--- src/rtl/uart_rx_deser_p.sv ---
// UART receive deserializer: oversamples rx_in at prescale clocks per bit and assembles DATA_WIDTH bits.
// Define UART_RX_DESER_MAJORITY_EN for 2-of-3 majority sampling around the bit centre.
module uart_rx_deser_p #(
    parameter int DATA_WIDTH = 8,
    parameter int PRESCALE_W = 6
) (
    input  logic                  clk,
    input  logic                  rst,
    input  logic                  deser_en,
    input  logic [PRESCALE_W-1:0] prescale,
    input  logic                  msb_first,
    input  logic                  rx_in,
    output logic [DATA_WIDTH-1:0] p_data,
    output logic                  data_valid,
    output logic                  busy
);

    localparam int BW = $clog2(DATA_WIDTH);
    localparam logic [BW-1:0]         LAST_BIT = BW'(DATA_WIDTH - 1);
    localparam logic [PRESCALE_W-1:0] MIN_P    = PRESCALE_W'(4);
    localparam logic [PRESCALE_W-1:0] ONE_P    = PRESCALE_W'(1);

    typedef enum logic {IDLE, SHIFT} state_t;

    state_t                  state;
    logic [PRESCALE_W-1:0]   p_lat;
    logic [PRESCALE_W-1:0]   edge_cnt;
    logic [PRESCALE_W-1:0]   half;
    logic [BW-1:0]           bit_cnt;
    logic                    order;
    logic [DATA_WIDTH-1:0]   shreg;
    logic [DATA_WIDTH-1:0]   shreg_next;
    logic                    sample_now;
    logic                    bit_val;
    logic                    last_edge;
    logic                    frame_done;

    assign half       = p_lat >> 1;
    assign last_edge  = (edge_cnt == p_lat - ONE_P);
    assign frame_done = last_edge && (bit_cnt == LAST_BIT);

`ifdef UART_RX_DESER_MAJORITY_EN
    logic vote_a;
    logic vote_b;

    // The third vote is the live line at H+1, so the decision lands one cycle after the centre.
    assign sample_now = (edge_cnt == half + ONE_P);
    assign bit_val    = (vote_a & vote_b) | (vote_a & rx_in) | (vote_b & rx_in);

    always_ff @(posedge clk or posedge rst) begin
        if (rst) begin
            vote_a <= 1'b0;
            vote_b <= 1'b0;
        end else if (state == SHIFT) begin
            if (edge_cnt == half - ONE_P)
                vote_a <= rx_in;
            if (edge_cnt == half)
                vote_b <= rx_in;
        end
    end
`else
    assign sample_now = (edge_cnt == half);
    assign bit_val    = rx_in;
`endif

    // With P=4 under majority voting the last decision coincides with completion, so p_data loads from here.
    always_comb begin
        shreg_next = shreg;
        if (sample_now) begin
            if (order)
                shreg_next = {shreg[DATA_WIDTH-2:0], bit_val};
            else
                shreg_next = {bit_val, shreg[DATA_WIDTH-1:1]};
        end
    end

    always_ff @(posedge clk or posedge rst) begin
        if (rst) begin
            state      <= IDLE;
            p_lat      <= '0;
            edge_cnt   <= '0;
            bit_cnt    <= '0;
            order      <= 1'b0;
            shreg      <= '0;
            p_data     <= '0;
            data_valid <= 1'b0;
            busy       <= 1'b0;
        end else begin
            data_valid <= 1'b0;
            case (state)
                IDLE: begin
                    if (deser_en) begin
                        state    <= SHIFT;
                        busy     <= 1'b1;
                        p_lat    <= (prescale < MIN_P) ? MIN_P : prescale;
                        order    <= msb_first;
                        edge_cnt <= '0;
                        bit_cnt  <= '0;
                        shreg    <= '0;
                    end
                end
                SHIFT: begin
                    if (!deser_en) begin
                        state <= IDLE;
                        busy  <= 1'b0;
                        shreg <= '0;
                    end else begin
                        shreg <= shreg_next;
                        if (last_edge) begin
                            edge_cnt <= '0;
                            bit_cnt  <= bit_cnt + BW'(1);
                        end else begin
                            edge_cnt <= edge_cnt + ONE_P;
                        end
                        if (frame_done) begin
                            p_data     <= shreg_next;
                            data_valid <= 1'b1;
                            busy       <= 1'b0;
                            state      <= IDLE;
                        end
                    end
                end
                default: state <= IDLE;
            endcase
        end
    end

endmodule

--- config.mk ---
export PLATFORM = sky130hd
export DESIGN_NAME = uart_rx_deser_p
export DESIGN_NICKNAME = d
export VERILOG_FILES = /design/src/rtl/uart_rx_deser_p.sv
export SDC_FILE = /design/constraint.sdc
export NUM_CORES = 1
export LEC_CHECK = 0
export CORE_ASPECT_RATIO = 1.4
export CORE_MARGIN = 2
export CORE_UTILIZATION = 52
export CTS_BUF_LIST = sky130_fd_sc_hd__clkbuf_8
export CTS_CLUSTER_SIZE = 10
export DETAILED_ROUTE_END_ITERATION = 8
export GPL_TIMING_DRIVEN = 1
export PLACE_DENSITY = 0.77
export RECOVER_POWER = 25
export SYNTH_ARGS = -nofsm -noshare
export SYNTH_HDL_FRONTEND = slang
export SYNTH_SLANG_ARGS = --single-unit
--- constraint.sdc ---
create_clock -name clk -period 2.2 [get_ports clk]
set_input_delay 0.22 -clock clk [delete_from_list [all_inputs] [get_ports clk]]
set_output_delay 0.22 -clock clk [all_outputs]
set_load 0.02 [all_outputs]
After elaboration in Yosys (flattened, before gate mapping):

Cells that the tools add are included.

* register bits: 35
* input bits: 11
* output and inout bits: 10

* add/sub/neg operators: 3
* $lt $le $gt $ge: 1
* equal/unequal tests: 7
* multiplexer cells: 25
* bitwise gates (word level): 1
* reduce and logical (&&, ||, !) cells: 6

Operators with widths (count)
* $mux W8: 4
* $mux W6: 4
* $pmux W8 S2: 1
* $pmux W6 S2: 1
* $mux W1: 9
* $mux W3: 3
* $add A6 B1 Y6 const B: 1
* $eq A6 B5 Y1: 1
* $eq A6 B6 Y1: 1
* $lt A6 B3 Y1 const B: 1
* $pmux W3 S2: 1
* $reduce_and A2 Y1: 3
* $reduce_and A3 Y1: 2
* $sub A6 B1 Y6 const B: 1
* $ne A2 B2 Y1 const B: 2
* $pmux W1 S2: 2
* $add A3 B1 Y3 const B: 1
* $eq A3 B3 Y1 const B: 1
* $ne A3 B2 Y1 const B: 1
* $ne A2 B1 Y1 const B: 1
* $logic_and A1 B1 Y1: 1
* $not A1 Y1: 1

Depth between registers and ports, before layout:

Gate-level depths: netlist of the first run.

* depth in word-level cells: 6
* depth in mapped cells: 8
* gate-level depth less buffers: 7

Worst setup path before layout of the first run:

OpenSTA, ideal clock, no wires.

* kind: register -> register
* from: register p_lat[0]
* to: register p_data[0]
* data arrival time: 2.021 ns
* required time: 2.075 ns
* path slack: 0.054 ns
* cell stages (with the launch flop): 8
* buffers on the path: 0
* period minus slack after synthesis: 2.146 ns
* path through: dfrtp_1 > inv_1 > ha_1 > xnor2_1 > nor2_1 > o31a_1 > nor4b_4 > mux2_2

* cells in the longest elaborated chain, start to end: 4

Ends and longest elaborated chain
* start: declaration: RTL line 26 `logic [PRESCALE_W-1:0] p_lat;`
* start signal: assignment: RTL line 95 `p_lat <= (prescale < MIN_P) ? MIN_P : prescale;`
* $sub A6 B1 Y6: RTL line 39 `assign last_edge = (edge_cnt == p_lat - ONE_P);`
* $eq A6 B6 Y1: RTL line 39
* $logic_and A1 B1 Y1: RTL line 40 `assign frame_done = last_edge && (bit_cnt == LAST_BIT);`
* $reduce_and A3 Y1 (no source line)
* end signal: assignment: RTL line 116 `p_data <= shreg_next;`
* end: declaration: RTL line 13 `output logic [DATA_WIDTH-1:0] p_data,`

Every way passes these cells.
A chain may end at the register's enable or synchronous reset.

Worst setup path in the final report of the first run:

* from: register p_lat[0]
* to: register bit_cnt[2]

* cells in the longest elaborated chain, start to end: 4

Ends and longest elaborated chain
* $sub A6 B1 Y6: RTL line 39
* $eq A6 B6 Y1: RTL line 39
* $ne A2 B1 Y1 (no source line)
* $reduce_and A3 Y1 (no source line)
* end signal: assignment: RTL line 111 `bit_cnt <= bit_cnt + BW'(1);`
* end: declaration: RTL line 29 `logic [BW-1:0] bit_cnt;`

Every way passes these cells.

==> reports/metrics.yaml, run 1 <==
power.share.combinational: 0.252
total_power_mw: 1.872
netlist_area_um2: 1944
ant_nets: 0
place_congestion: 0.8327
fmax_ghz: 0.4749
cts_setup_buffers: 0
grt_pass1_wl_mm: 7.341
power_density_nw_per_um2: 778.0
maxCapViolations: 0
first_iter_violations: 42
fin_nets: 230
std_cell_rows: 26
p_clk_frac: 0.320
ys_warn_count: 0
p_seq_frac: 0.428
clock_sinks: 35
synth_nets: 200
core_area_um2: 3611
cts-root-buf: "clkbuf_8"
postCtsHoldBufs: 0
status: "finished clean"
synth.yosys.seq_area_share: 0.4505
relSlewSlack: 0.4277
rsz0062_at_grt: "no"
start_util: 0.5385
dieArea_um2: 4251
ir_worst_vdd_mv: 0.7369
crit_path_end_kind: "flop"
grt_overflow: 0
pin_count: 21
grt_pass1_vias: 1700
wirelength_mm: 4.313
crit_buf_inv: 2
p_leak_nw: 1.087
setup_viol: 0
dr.pass1.iters: 4
hold_viol: 0
dr_total_vias: 1538
hold_class: "in2reg"
dp_worst_setup_slack_ns: -0.004815
cts_made_buffers: 5
synth_cells: 185
chipHeight_um: 76.35
reg2reg_setup_slack_ns: 0.09
avgViaCountPerCell: 5.961
critPathSlowestCell: "dfrtp_1"
timing.hold.ws_ns: 0.4544
ys_types: 39
period_needed_ns: 2.106
portBuffers: 20
htree_levels: 2
antenna_cells: 0
synth_area_per_cell_um2: 10.51
tritoncts: "yes"
p_sw_frac: 0.3067
skew_ns: 0.004011
syn_to_final_growth_pct: 23.75
fin_setup_tns_ns: 0
layout_common_cells: "35 x dfrtp_1, 24 x mux2_2, 19 x clkdlybuf4s50_1"
synth-seq-cells: 35
cp.arrival_ns: 2.28
slew_violations: 0
p_sw_uw: 574.1
hpwl_mm: 3.130
synth_edf_count: 0
post-route-period-util: 0.9572
drc_errors: 0
crit_path_max_fanout: 10
cp_data_required_time_ns: 2.37
grt_max_degree: 36
antenna_found_initial: 0
critPathLaunchType: "flop"
routedWlPerCell_um: 16.72
p_int_mw: 1.298
layout-drive-gt1-share: 0.2315
cpPeakStageDelay_ns: 0.39
die_x_um: 55.68
crit_family: "compound AO/OA/AOI/OAI gates"
clk_latency_ns: 0.29
final_common_cell: "dfrtp_1"
synth-async-reset-ratio: 1.000
path_cells: "inv_1 > ha_4 > and3b_1 > nor3_1 > o31a_1 > buf_4 > or2_1 > a311o_1"
critPathKind: "reg2reg"
yosys_most_used_dff: "dfrtp_1"
track_usage: 0.2187
fin_ws_ns: 0.09415
cts_buffer_depth: 2
tightest_slew_ns: 0.8585
path_clk_slew_ns: 0.07
-- path summary, 6_finish.rpt --
check / depth (start not counted) / endpoint / start
setup / recovery: 8 / bit_cnt[2] / p_lat[0]
hold / removal: 3 / order / msb_first
setup reg to reg: 8 / bit_cnt[2] / p_lat[0]
hold reg to reg: 1 / p_data[1] / p_data[1]
max in group asynchronous: 3 / shreg[7] / rst
min in group asynchronous: 3 / p_lat[5] / rst
-- layer usage --
layer	part of all wire	routed length (µm)	vias up	track usage
met3	0.031	134	14	0.05263
met4	0.029	126	0	0.1415
met5	0	0	-	0
li1	-	-	720	-
met2	0.55	2385	31	0.3893
met1	0.39	1666	773	0.2221
-- cell usage after synthesis, types with 2 or more instances --
cell type | instances | share of area
a21oi_1 | 2 | 0.0051
a22o_1 | 7 | 0.032
buf_2 | 2 | 0.0051
clkbuf_1 | 6 | 0.012
dfrtp_1 | 35 | 0.45
ha_1 | 4 | 0.026
inv_1 | 10 | 0.019
mux2_2 | 24 | 0.14
nand2_1 | 18 | 0.035
nand2b_1 | 4 | 0.013
nand3_1 | 8 | 0.021
nor2_1 | 9 | 0.017
nor2b_1 | 3 | 0.0097
nor3_1 | 4 | 0.010
nor4_1 | 2 | 0.0064
o2111ai_1 | 2 | 0.0090
o211ai_1 | 4 | 0.015
o21ai_0 | 6 | 0.015
o221ai_1 | 3 | 0.014
o22ai_1 | 3 | 0.0097
xnor2_1 | 6 | 0.027
xor2_1 | 6 | 0.027
-- power groups by stage --
stage               Clock [mW]  Combinational [mW]  Sequential (mW)
floorplan                    0               0.331            0.776
global placement             0               0.413            0.803
detailed placement           0               0.437            0.810
CTS                      0.610               0.443            0.801
global route             0.630               0.519            0.810
finish                   0.598               0.472            0.802
-- worst min-delay path: stages --
cell             delay, ns
clkdlybuf4s50_1       0.39
nand2_1               0.05
nand2_1               0.04
-- final cells by class --
| class | count | area (µm²) |
|---|---|---|
| Clock inverter | 2 | 35.03 |
| Fill cell | 284 | 1205 |
| Tap cell | 42 | 52.55 |
| Sequential cell | 35 | 875.8 |
| Clock buffer | 6 | 82.58 |
| Multi-Input combinational cell | 130 | 1023 |
| Inverter | 11 | 41.29 |
| Timing Repair Buffer | 32 | 295.3 |
-- stage by stage --
| step | std cells | area (µm²) | utilization |
|---|---|---|---|
| detailed placement | 250 | 2243 | 0.6213 |
| CTS | 258 | 2370 | 0.6563 |
| global placement | 250 | 2243 | 0.6213 |
| floorplan | 185 | 1944 | - |
| finish | 258 | 2406 | 0.6663 |
| global route | 258 | 2406 | 0.6663 |
-- flip-flops by register name, summed over array words and instances (netlist names) --
signal / flops
p_data: 8
shreg: 8
edge_cnt: 6
p_lat: 6
bit_cnt: 3
busy: 1
data_valid: 1
order: 1
state: 1
-- kinds of logic after synthesis --
kind of cell | synth area share
AOI/OAI and AO/OA | 0.1255
xor gates and xnor gates | 0.05405
adders and majority gates | 0.02574
buffers and inverters | 0.04376
DFF | 0.4505
muxes | 0.1441
and+or+nand+nor | 0.1564
-- repair_timing --
| item | in CTS | in global routing |
|---|---|---|
| gates cloned | 0 | 0 |
| resized for setup | 1 | 7 |
| pin swaps | 0 | 2 |
| endpoints found under the setup margin | 1 | 10 |
Note: power is estimated with default switching activity, not from simulation.
==> run 2, diff against run 1 <==
--- a/config.mk
+++ b/config.mk
@@ -12,7 +12,7 @@
 export CTS_CLUSTER_SIZE = 10
 export DETAILED_ROUTE_END_ITERATION = 8
 export GPL_TIMING_DRIVEN = 1
-export PLACE_DENSITY = 0.77
+export PLACE_DENSITY = 0.79
 export RECOVER_POWER = 25
 export SYNTH_ARGS = -nofsm -noshare
 export SYNTH_HDL_FRONTEND = slang
==> reports/metrics.yaml, run 2 (synthesized netlist as in run 1, its figures left out) <==
status: "finished clean"
die_x_um: 55.68  # unchanged
power_density_nw_per_um2: 727.6  # -6.5%
reg2regPathDepth: 7  # -1
skew_ns: 0.008310  # +0.004299 ns
ir_worst_vdd_mv: 0.7883  # +7.0%
clk_latency_ns: 0.29  # about the same
first_iter_violations: 40  # -4.8%
maxCapViolations: 0  # unchanged
layout-drive-gt1-share: 0.2500  # +0.01852
cp_data_required_time_ns: 2.37  # about the same
cp.arrival_ns: 2.29  # about the same
grt_overflow: 0  # unchanged
track_usage: 0.2092  # -0.009527
period_needed_ns: 2.116  # +0.01023 ns
slew_violations: 0  # unchanged
dieArea_um2: 4251  # unchanged
chipHeight_um: 76.35  # unchanged
fin_area_um2: 2394  # -0.52%
fmax_ghz: 0.4726  # -0.48%
tightest_slew_ns: 0.8435  # -0.01501 ns
grt_max_degree: 36  # unchanged
antenna_cells: 0  # unchanged
cts_buffer_depth: 2  # unchanged
crit_path_max_fanout: 4  # -6
syn_to_final_growth_pct: 23.10
clock_sinks: 35  # unchanged
start_util: 0.5385  # unchanged
critPathLaunchType: "flop"
total_power_mw: 1.742  # -7.0%
routedWlPerCell_um: 16.12  # -3.6%
dr_total_vias: 1515  # -1.5%
fin_setup_tns_ns: 0  # unchanged
relSlewSlack: 0.4377  # +0.01001
tritoncts: "yes"
wirelength_mm: 4.158  # -3.6%
holdPathStages: 3  # unchanged
avgViaCountPerCell: 5.872  # -1.5%
p_leak_nw: 1.077  # -0.92%
layout.cells.non_filler: 258  # unchanged
fin_util: 0.6629  # -0.003465
hpwl_mm: 3.012  # -3.8%
ant_nets: 0  # unchanged
placed_area_um2: 2236  # -0.33%
layout_common_cells: "34 x dfrtp_1, 24 x mux2_2, 19 x clkdlybuf4s50_1"
cts-root-buf: "clkbuf_8"
drc_errors: 0  # unchanged
reg_top3: "p_data x8, shreg x8"
portBuffers: 20  # unchanged
hold_class: "in2reg"
grt_pass1_vias: 1536  # -9.6%
path_clk_slew_ns: 0.07  # about the same
fill_cells: 288  # +1.4%
core_area_um2: 3611  # unchanged
place_congestion: 0.9025  # +8.4%
final_common_cell: "dfrtp_1"
post-route-period-util: 0.9619  # +0.004649
hold_viol: 0  # unchanged
dr.pass1.iters: 4  # unchanged
antenna_found_initial: 0  # unchanged
cts_made_buffers: 5  # unchanged
grt_pass1_wl_mm: 7.010  # -4.5%
crit_path_end_kind: "flop"
std_cell_rows: 26  # unchanged
pin_count: 21  # unchanged
dp.cells: 249  # -0.40%
htree_levels: 2  # unchanged
setup_viol: 0  # unchanged
fin_nets: 231  # +0.43%
rsz0062_at_grt: "yes"
critPathKind: "reg2reg"
## run 2: cell types whose count changed in the layout (fill, tap and decap cells not counted)
cell | before | now
inv_2 | 0 | 2
inv_1 | 10 | 8
bufinv_16 | 1 | 0
nor3_1 | 4 | 3
buf_6 | 2 | 3
dfrtp_1 | 35 | 34
dfrtp_2 | 0 | 1
nor3_2 | 0 | 1
## run 2: what timing repair did
action | 4_1_cts | 5_1_grt
hold buffers | 0 | 0
buffers inserted | 0 | 1
gates resized for setup | 0 | 14
endpoints found under the setup margin | 0 | 9
## run 2: path summary, 6_finish.rpt
kind                       startpoint         to  slack, ns
min in group asynchronous         rst   p_lat[5]       0.61
max                          p_lat[1]  p_data[2]       0.08
min                         msb_first      order       0.45
max in group asynchronous         rst   p_lat[3]       1.02
max reg2reg                  p_lat[1]  p_data[2]       0.08
min reg2reg                 p_data[1]  p_data[1]       0.51
## run 2: area by class of cell
class,instances,area (µm²),share of cell area
Sequential cell,35,877.1,0.3664
Clock inverter,1,5.005,0.002091
Inverter,11,41.29,0.01725
Tap cell,42,52.55,0.02196
Multi-Input combinational cell,130,1028,0.4297
Clock buffer,6,82.58,0.03450
Timing Repair Buffer,33,306.5,0.1281
## run 2: worst max-delay path: stages (launching register included)
cell      delay, ns
dfrtp_1        0.41
buf_6          0.15
nor4_4         0.27
a21oi_1        0.10
nand4b_4       0.21
nor4b_4        0.33
buf_4          0.19
mux2_2         0.33
## run 2: metrics by stage
step	hold slack, ns	worst slack [ns]
4_1_cts	0.3353	0.03680
5_1_grt	0.4837	0.01205
6_report	0.4544	0.08392
3_5_place_dp	0.4948	0.05913
3_3_place_gp	0.4920	0.1266
2_1_floorplan	0.3254	0.05394
## run 2: layer usage
metal	up-vias	GRT usage	wire, µm
li1	721	-	-
met1	749	0.2458	1633
met2	34	0.3560	2250
met3	11	0.04584	149
met4	0	0.1024	125
met5	-	0	0
## run 2: where the power goes
group	switching (mW)	internal [mW]	total [mW]
clock	0.220	0.245	0.465
combinational	0.243	0.230	0.473
sequential	0.0962	0.707	0.803
total	0.559	1.18	1.74
